--- src/rtl/lsu_pkg.sv ---
// +----------------------------------------------------------------------+
// | lsu_pkg: size codes and FSM state encoding for the load/store unit   |
// | Rev 1.0                                                              |
// +----------------------------------------------------------------------+
`default_nettype none

package lsu_pkg;

  localparam logic [1:0] SZ_BYTE = 2'b00;
  localparam logic [1:0] SZ_HALF = 2'b01;
  localparam logic [1:0] SZ_WORD = 2'b10;

  localparam int unsigned ST_W = 1;
  localparam logic [ST_W-1:0] ST_IDLE   = 1'b0;
  localparam logic [ST_W-1:0] ST_RMW_WR = 1'b1;

endpackage

`default_nettype wire

--- src/rtl/lsu_lane_align.sv ---
// +----------------------------------------------------------------------+
// | lsu_lane_align: little-endian sub-word load extract/extend and store |
// | lane merge. Purely combinational. Rev 1.0                            |
// +----------------------------------------------------------------------+
`default_nettype none

module lsu_lane_align
  import lsu_pkg::*;
(
  input  logic [31:0] i_word,
  input  logic [1:0]  i_addr_lo,
  input  logic [1:0]  i_size,
  input  logic        i_unsigned,
  input  logic [15:0] i_wdata,
  output logic [31:0] o_load,
  output logic [31:0] o_merge
);

  logic [7:0]  w_byte;
  logic [15:0] w_half;

  always_comb begin
    w_byte = i_word[7:0];
    case (i_addr_lo)
      2'd0:    w_byte = i_word[7:0];
      2'd1:    w_byte = i_word[15:8];
      2'd2:    w_byte = i_word[23:16];
      default: w_byte = i_word[31:24];
    endcase
    w_half = i_addr_lo[1] ? i_word[31:16] : i_word[15:0];
  end

  always_comb begin
    o_load = i_word;
    case (i_size)
      SZ_BYTE: o_load = {{24{~i_unsigned & w_byte[7]}}, w_byte};
      SZ_HALF: o_load = {{16{~i_unsigned & w_half[15]}}, w_half};
      default: o_load = i_word;
    endcase
  end

  always_comb begin
    o_merge = i_word;
    case (i_size)
      SZ_BYTE: o_merge[{i_addr_lo, 3'b000} +: 8] = i_wdata[7:0];
      SZ_HALF: o_merge[{i_addr_lo[1], 4'b0000} +: 16] = i_wdata;
      default: o_merge = i_word;
    endcase
  end

endmodule

`default_nettype wire

--- src/rtl/load_store_unit.sv ---
// +----------------------------------------------------------------------+
// | load_store_unit: byte-addressed MIPS loads/stores onto a word-only   |
// | memory; SB/SH use a stalling read-modify-write. Rev 1.0              |
// +----------------------------------------------------------------------+
`default_nettype none

module load_store_unit
  import lsu_pkg::*;
#(
  parameter int WIDTH = 32
) (
  input  logic             i_clk,
  input  logic             i_rst,
  input  logic             i_valid,
  input  logic             i_mem_read,
  input  logic             i_mem_write,
  input  logic [1:0]       i_size,
  input  logic             i_unsigned,
  input  logic [WIDTH-1:0] i_addr,
  input  logic [WIDTH-1:0] i_wdata,
  output logic             o_stall,
  output logic [WIDTH-1:0] o_rdata,
  output logic             o_rvalid,
  output logic             o_fault,
  output logic [WIDTH-1:0] o_fault_addr,
  output logic [WIDTH-1:0] o_mem_address,
  output logic [WIDTH-1:0] o_mem_data,
  output logic             o_mem_we,
  output logic             o_mem_re,
  input  logic [WIDTH-1:0] i_mem_data
);

  logic [ST_W-1:0]  state_q, state_d;
  logic [WIDTH-1:0] rdata_q, fault_addr_q, rmw_data_q, rmw_addr_q;
  logic             rvalid_q, fault_q;

  logic             w_misalign, w_fault, w_load, w_store, w_sub_store;
  logic [WIDTH-1:0] w_load_data, w_merge;

  always_comb begin
    w_misalign = (i_size == 2'b11)
              || (i_size == SZ_HALF && i_addr[0])
              || (i_size == SZ_WORD && i_addr[1:0] != 2'b00);
  end

  // Requests are only decoded in IDLE; RMW_WR ignores the upstream bus.
  assign w_fault     = (state_q == ST_IDLE) && i_valid && (i_mem_read || i_mem_write)
                     && (w_misalign || (i_mem_read && i_mem_write));
  assign w_load      = (state_q == ST_IDLE) && i_valid && i_mem_read && !w_fault;
  assign w_store     = (state_q == ST_IDLE) && i_valid && i_mem_write && !w_fault;
  assign w_sub_store = w_store && (i_size != SZ_WORD);

  lsu_lane_align u_align (
    .i_word     (i_mem_data),
    .i_addr_lo  (i_addr[1:0]),
    .i_size     (i_size),
    .i_unsigned (i_unsigned),
    .i_wdata    (i_wdata[15:0]),
    .o_load     (w_load_data),
    .o_merge    (w_merge)
  );

  always_ff @(posedge i_clk or posedge i_rst) begin
    if (i_rst) state_q <= ST_IDLE;
    else       state_q <= state_d;
  end

  always_comb begin
    state_d = state_q;
    case (state_q)
      ST_IDLE:   if (w_sub_store) state_d = ST_RMW_WR;
      ST_RMW_WR: state_d = ST_IDLE;
      default:   state_d = ST_IDLE;
    endcase
  end

  always_comb begin
    o_stall       = 1'b0;
    o_mem_re      = 1'b0;
    o_mem_we      = 1'b0;
    o_mem_address = {2'b00, i_addr[WIDTH-1:2]};
    o_mem_data    = i_wdata;
    case (state_q)
      ST_IDLE: begin
        o_mem_re = w_load || w_sub_store;
        o_mem_we = w_store && !w_sub_store;
        o_stall  = w_sub_store;
      end
      ST_RMW_WR: begin
        o_mem_we      = 1'b1;
        o_mem_address = rmw_addr_q;
        o_mem_data    = rmw_data_q;
      end
      default: ;
    endcase
  end

  always_ff @(posedge i_clk or posedge i_rst) begin
    if (i_rst) begin
      rdata_q      <= '0;
      rvalid_q     <= 1'b0;
      fault_q      <= 1'b0;
      fault_addr_q <= '0;
      rmw_data_q   <= '0;
      rmw_addr_q   <= '0;
    end else begin
      rvalid_q <= w_load;
      fault_q  <= w_fault;
      if (w_load)      rdata_q      <= w_load_data;
      if (w_fault)     fault_addr_q <= i_addr;
      if (w_sub_store) begin
        rmw_data_q <= w_merge;
        rmw_addr_q <= {2'b00, i_addr[WIDTH-1:2]};
      end
    end
  end

  assign o_rdata      = rdata_q;
  assign o_rvalid     = rvalid_q;
  assign o_fault      = fault_q;
  assign o_fault_addr = fault_addr_q;

endmodule

`default_nettype wire
--- config.mk ---
export PLATFORM = sky130hd
export DESIGN_NAME = load_store_unit
export DESIGN_NICKNAME = d
export VERILOG_FILES = /design/src/rtl/lsu_pkg.sv /design/src/rtl/lsu_lane_align.sv /design/src/rtl/load_store_unit.sv
export SDC_FILE = /design/constraint.sdc
export NUM_CORES = 1
export LEC_CHECK = 0
export ABC_AREA = 1
export CORE_MARGIN = 1.5
export CORE_UTILIZATION = 49
export DETAILED_ROUTE_END_ITERATION = 8
export GPL_ROUTABILITY_DRIVEN = 0
export PLACE_DENSITY_LB_ADDON = 0.05
export SLEW_MARGIN = 40
export SYNTH_ARGS = -nofsm -noshare
export SYNTH_HDL_FRONTEND = slang
export SYNTH_SLANG_ARGS = --single-unit
--- constraint.sdc ---
create_clock -name i_clk -period 5.1 [get_ports i_clk]
set_input_delay 0.51 -clock i_clk [delete_from_list [all_inputs] [get_ports i_clk]]
set_output_delay 0.51 -clock i_clk [all_outputs]
set_load 0.05 [all_outputs]
Word-level counts from Yosys, hierarchy flattened
Cells that the tools add are included.
{ "totals": {"reg_bits": 129, "latchBits": 0, "ramBits": 0, "romBits": 0, "inputBits": 104, "mem_count": 0} }
{ "classes": {"addsub": 2, "n_mul": 0, "n_div": 0, "order_cmp": 0, "n_eq_ne": 6, "n_shift": 4, "n_mux": 13, "bitwise_logic": 4, "n_reduce_logical": 22} }
{ "op_table": {"columns": ["operator", "count"], "rows": [
  ["$pmux 32 s2", 2],
  ["$bwmux 32", 2],
  ["$mux 32", 1],
  ["$shift 16x7->32 const A", 1],
  ["$shift 8x7->32 const A", 1],
  ["$shiftx 16x7->32", 1],
  ["$shiftx 8x7->32", 1],
  ["$mux 30", 1],
  ["$pmux 8 s3", 1],
  ["$mux 16", 1],
  ["$neg 5->7", 2],
  ["$logic_and 1x1->1", 12],
  ["$eq 2x2->1 const B", 3],
  ["$logic_or 1x1->1", 5],
  ["$eq 2x1->1 const B", 2],
  ["$logic_not 2->1", 2],
  ["$pmux 1 s2", 2],
  ["$mux 1", 3],
  ["$and 1x1->1", 2],
  ["$logic_not 1->1", 2],
  ["$ne 2x2->1 const B", 1],
  ["$not 1->1", 2],
  ["$reduce_bool 2->1", 1]
]} }

Depth between registers and ports, before layout
{ "logic_depth": {"word_depth": 12, "depth_mapped": 16, "mapped_depth_nobuf": 11} }

Cells and area by module
Synthesis repeated with hierarchy kept, for this count alone.
{ "hier_totals": {"cells_unflattened": 1257, "hier_area_um2": 8388.0} }
{ "modules_own_cells": {"columns": ["mod", "instances", "cells_per_inst", "area_per_inst_um2", "seq_area_each_um2"], "rows": [
  ["load_store_unit", 1, 748, 5931.9, 3228.1],
  ["lsu_lane_align", 1, 509, 2456.1, 0.0]
]} }

Least setup slack after synthesis
Ideal clock, no wire load.
{ "synth_timing": {"kind": "input -> output", "start": "input port i_addr[1]", "end": "output port o_mem_we", "arrival_ns": 2.863, "path_slack_ns": 1.727, "path_stages": 12, "path_buffers": 4, "cell_sequence": "buf_2 -> inv_1 -> buf_2 -> buf_2 -> ha_1 -> buf_4 -> inv_4 -> nand2_1 -> nand2_2 -> nand2_4 -> nand3b_4 -> o21ai_0"} }
{ "synth_via": {"elab_chain_len": 11} }
{ "synth_rtl": {"columns": ["item", "line", "source"], "rows": [
  ["start: declaration", "load_store_unit.sv:19", "input logic [WIDTH-1:0] i_addr,"],
  ["$reduce_bool 2->1 *", "load_store_unit.sv:43", "|| (i_size == SZ_WORD && i_addr[1:0] != 2'b00);"],
  ["$logic_and 1x1->1 *", "load_store_unit.sv:43", null],
  ["$logic_or 1x1->1 *", "load_store_unit.sv:43", null],
  ["$logic_or 1x1->1 *", "load_store_unit.sv:48", "&& (w_misalign || (i_mem_read && i_mem_write));"],
  ["$logic_and 1x1->1 *", "load_store_unit.sv:48", null],
  ["$logic_not 1->1 *", "load_store_unit.sv:50", "assign w_store = (state_q == ST_IDLE) && i_valid && i_mem_write && !w_fault;"],
  ["$logic_and 1x1->1 *", "load_store_unit.sv:50", null],
  ["$logic_and 1x1->1", "load_store_unit.sv:51", "assign w_sub_store = w_store && (i_size != SZ_WORD);"],
  ["$logic_not 1->1", "load_store_unit.sv:86", "o_mem_we = w_store && !w_sub_store;"],
  ["$logic_and 1x1->1 *", "load_store_unit.sv:86", null],
  ["$pmux 1 s2 *", "load_store_unit.sv:83", "case (state_q)"],
  ["end: declaration", "load_store_unit.sv:28", "output logic o_mem_we,"]
]} }
Every way passes the cells marked *; elsewhere a longest branch is shown, timed or not.

Worst setup path after layout
{ "layout_timing": {"start": "input port i_addr[0]", "end": "output port o_mem_we"} }
{ "layout_via": {"elab_chain_len": 11, "word_cells_on_any_way": 13} }
{ "layout_rtl": {"columns": ["item", "line"], "rows": [
  ["$reduce_bool 2->1 / $logic_and 1x1->1 (equally long branches)", "load_store_unit.sv:43, load_store_unit.sv:42"],
  ["$logic_and 1x1->1 / $logic_or 1x1->1 (equally long branches)", "load_store_unit.sv:43, load_store_unit.sv:42"],
  ["$logic_or 1x1->1 *", "load_store_unit.sv:43"],
  ["$logic_or 1x1->1 *", "load_store_unit.sv:48"],
  ["$logic_and 1x1->1 *", "load_store_unit.sv:48"],
  ["$logic_not 1->1 *", "load_store_unit.sv:50"],
  ["$logic_and 1x1->1 *", "load_store_unit.sv:50"],
  ["$logic_and 1x1->1", "load_store_unit.sv:51"],
  ["$logic_not 1->1", "load_store_unit.sv:86"],
  ["$logic_and 1x1->1 *", "load_store_unit.sv:86"],
  ["$pmux 1 s2 *", "load_store_unit.sv:83"]
]} }
Marks and branches as above.

==> impl_metrics.py <==
metrics = {
    "drt": {
        "vias": 8854,
        "wl_um": 26600,
        "drt-initial-drc-count": 770,
        "vias_per_cell": 5.21,
        "antenna_left": 0,
        "drc_errors": 0,
        "wl_per_cell_um": 15.6,
        "drtPass1Iterations": 6,
    },
    "timing": {
        "worstMarginPinSlew_ns": 0.777,
        "finalSetupTns_ns": 0,
        "max-slew-margin-rel": 0.481,
        "fin_crit_sh": 0.807,
        "rsz0062_at_grt": "false",
        "setup_ws_ns": 0.983,
        "hold_violations": 0,
        "setup_violations": 0,
        "fmax_mhz": 243,
        "slew_violations": 0,
        "clock_skew_ns": 0.00730,
        "post-route-min-period_ns": 4.12,
    },
    "critical_path": {
        "startpoint": "i_addr[0]",
        "crit_path_end": "o_mem_we",
        "cp_cell_sequence": "clkdlybuf4s50_1 -> inv_2 -> ha_1 -> inv_4 -> nand2_1 -> nand2_2 -> nand2_4 -> nand3b_4 -> o21ai_0 -> clkdlybuf4s50_1",
        "worst_r2r_endpoint": "o_fault_addr[30]",
        "arrival_ns": 3.61,
        "start_kind": "input pin",
        "cp-end-kind": "output port",
        "worstRegToRegCells": 10,
        "rr_startpoint": "state_q",
        "worstPathMaxFanout": 27,
        "rrSetupSlack_ns": 1.84,
        "path_class": "input pin to output port",
        "required_ns": 4.59,
        "slowest_delay_ns": 0.83,
        "crit_slowest_cell": "clkdlybuf4s50_1",
        "cpMostUsedCell": "clkdlybuf4s50_1",
    },
    "logic_synthesis": {
        "synth.largest_area_cell": "dfrtp_1",
        "syn_inst": 1281,
        "yosysTopAreaCellShare": 0.385,
        "synth_cell_types": 28,
        "synth.most_common_cell": "nand2_1",
        "netlist_area_um2": 8380,
        "ys.warnings.count": 0,
        "avgSynthCellArea_um2": 6.54,
        "synth_edf_count": 0,
        "synth_top_flop_cell": "dfrtp_1",
        "synth_common_cells": "577 x nand2_1, 143 x o21ai_0, 129 x dfrtp_1",
        "ys_async_sr_fraction": 1.00,
        "ys_top_cells_by_area": "dfrtp_1 39%, nand2_1 26%, o21ai_0 8.5%",
        "yosysSeqAreaShare": 0.385,
        "synth.ff_latch_count": 129,
    },
    "floorplan": {
        "die_w_um": 134,
        "dieArea_um2": 17900,
        "die_y_um": 134,
        "num_rows": 47,
        "initial_utilization": 0.503,
        "core_um2": 16600,
        "io_pins": 237,
    },
    "placement": {
        "post-dp-hpwl_um": 18700,
        "place_ws_ns": 1.05,
        "io_buffers": 234,
    },
    "final_layout": {
        "layout.nets": 1578,
        "fillers": 1538,
        "diodes": 0,
        "drive_gt1_frac": 0.0608,
        "synthToLayoutAreaGrowth_pct": 33.9,
    },
    "global_route": {
        "grt_pass1_wl_um": 42300,
        "grt_pass1_vias": 8211,
        "grt_antenna_before_repair": 0,
        "grt_max_degree": 81,
        "grt.overflow.total": 0,
        "grt_use_total": 0.299,
    },
    "clock_tree": {
        "hold_buffers": 0,
        "cts.htree.levels": 4,
        "cts_setup_buffers": 0,
        "numCtsBuffers": 17,
        "cts_buffer_depth": 2,
        "clkSlewWorstSetupHoldPaths_ns": 0.06,
        "clkLatencyLatePin_ns": 0.43,
        "root_buffer": "clkbuf_16",
        "clock_sinks": 129,
        "cts_resized": 0,
        "cts_tree": "done",
    },
    "worst_hold_path": {
        "worstHoldPathType": "flip-flop to flip-flop",
    },
    "job": {
        "drv_cap": 0,
    },
    "pwr": {
        "leakagePower_nw": 5.77,
        "powerDensity_nw_per_um2": 365,
        "irDropWorstVdd_mv": 0.242,
    },
    "run_status": {
        "status": "finished, final reports clean",
    },
}
## through the flow
step                      instances  hold slack (ns)  power, W   util  cell area, µm²
after CTS                      1701            0.473   0.00412  0.674           11200
after global placement         1668            0.453   0.00288  0.639           10600
final                          1701            0.468   0.00410  0.674           11200
after detailed placement       1669            0.459   0.00291  0.640           10700
after global routing           1701            0.493   0.00430  0.674           11200
after floorplan                1282            0.442   0.00240      -            8380
## sequential cells by signal, summed over array words and instances, names as in the netlist
| register | flops |
|---|---|
| rmw_addr_q | 30 |
| state_q | 1 |
| rmw_data_q | 32 |
| o_fault_addr | 32 |
| o_rdata | 32 |
| o_fault | 1 |
| o_rvalid | 1 |
## cells in the final DEF, fill, tap and decap left out, types with 17 or more instances in the layout
master           count
nand2_1            575
inv_1              127
o21ai_2             20
a21boi_0            24
nor2_1              66
nand4_1             32
a21oi_1             37
o21ai_0            143
clkbuf_16           17
dfrtp_1            128
clkdlybuf4s50_1    232
## per-layer routing
layer / vias to the layer above / global-route usage / part of all wire
met4: 0 / 0.150 / 0.038
met3: 69 / 0.0503 / 0.084
met5: - / 0 / 0
met1: 3979 / 0.401 / 0.43
li1: 4364 / - / -
met2: 442 / 0.470 / 0.45
## worst max-delay path: cells and delay by family
kind,cells,cell delay [ns]
buf+inv,4,1.89
simple gates,4,0.59
fa+ha+maj,1,0.43
compound gates,1,0.17
## how the worst min path moves through the flow
stage / from / to / slack [ns] / cells after the start
after global routing: rmw_data_q[30] / rmw_data_q[30] / 0.49 / 2
final: rmw_addr_q[3] / rmw_addr_q[3] / 0.47 / 2
after detailed placement: rmw_addr_q[18] / rmw_addr_q[18] / 0.46 / 2
after CTS: rmw_addr_q[18] / rmw_addr_q[18] / 0.47 / 2
after global placement: rmw_addr_q[4] / rmw_addr_q[4] / 0.45 / 2
after floorplan: rmw_addr_q[0] / rmw_addr_q[0] / 0.44 / 2
## kinds of logic (layout without fill, tap and decap cells)
group | Yosys count | in the layout | synth area share
buf+inv | 214 | 413 | 0.115
fa+ha+maj | 6 | 6 | 0.00896
other cells | 1 | 2 | 0.000448
flops | 129 | 129 | 0.385
simple gates | 702 | 702 | 0.337
compound gates | 229 | 229 | 0.153
## final cells by class
| type | instances | area, µm² | area share |
|---|---|---|---|
| timing repair buffer | 245 | 2430 | 0.216 |
| clock buffer | 19 | 433 | 0.0386 |
| tap | 220 | 275 | 0.0245 |
| multi-input combinational | 939 | 4200 | 0.374 |
| inverter | 136 | 520 | 0.0464 |
| sequential | 129 | 3230 | 0.288 |
| clock inverter | 13 | 138 | 0.0123 |
## report_power, final
group / switching (W) / internal [W]
combinational: 0.00102 / 0.000508
sequential: 0.000126 / 0.00125
clock: 0.000476 / 0.000719
total: 0.00162 / 0.00248
Note: power is estimated with default switching activity, not from simulation.
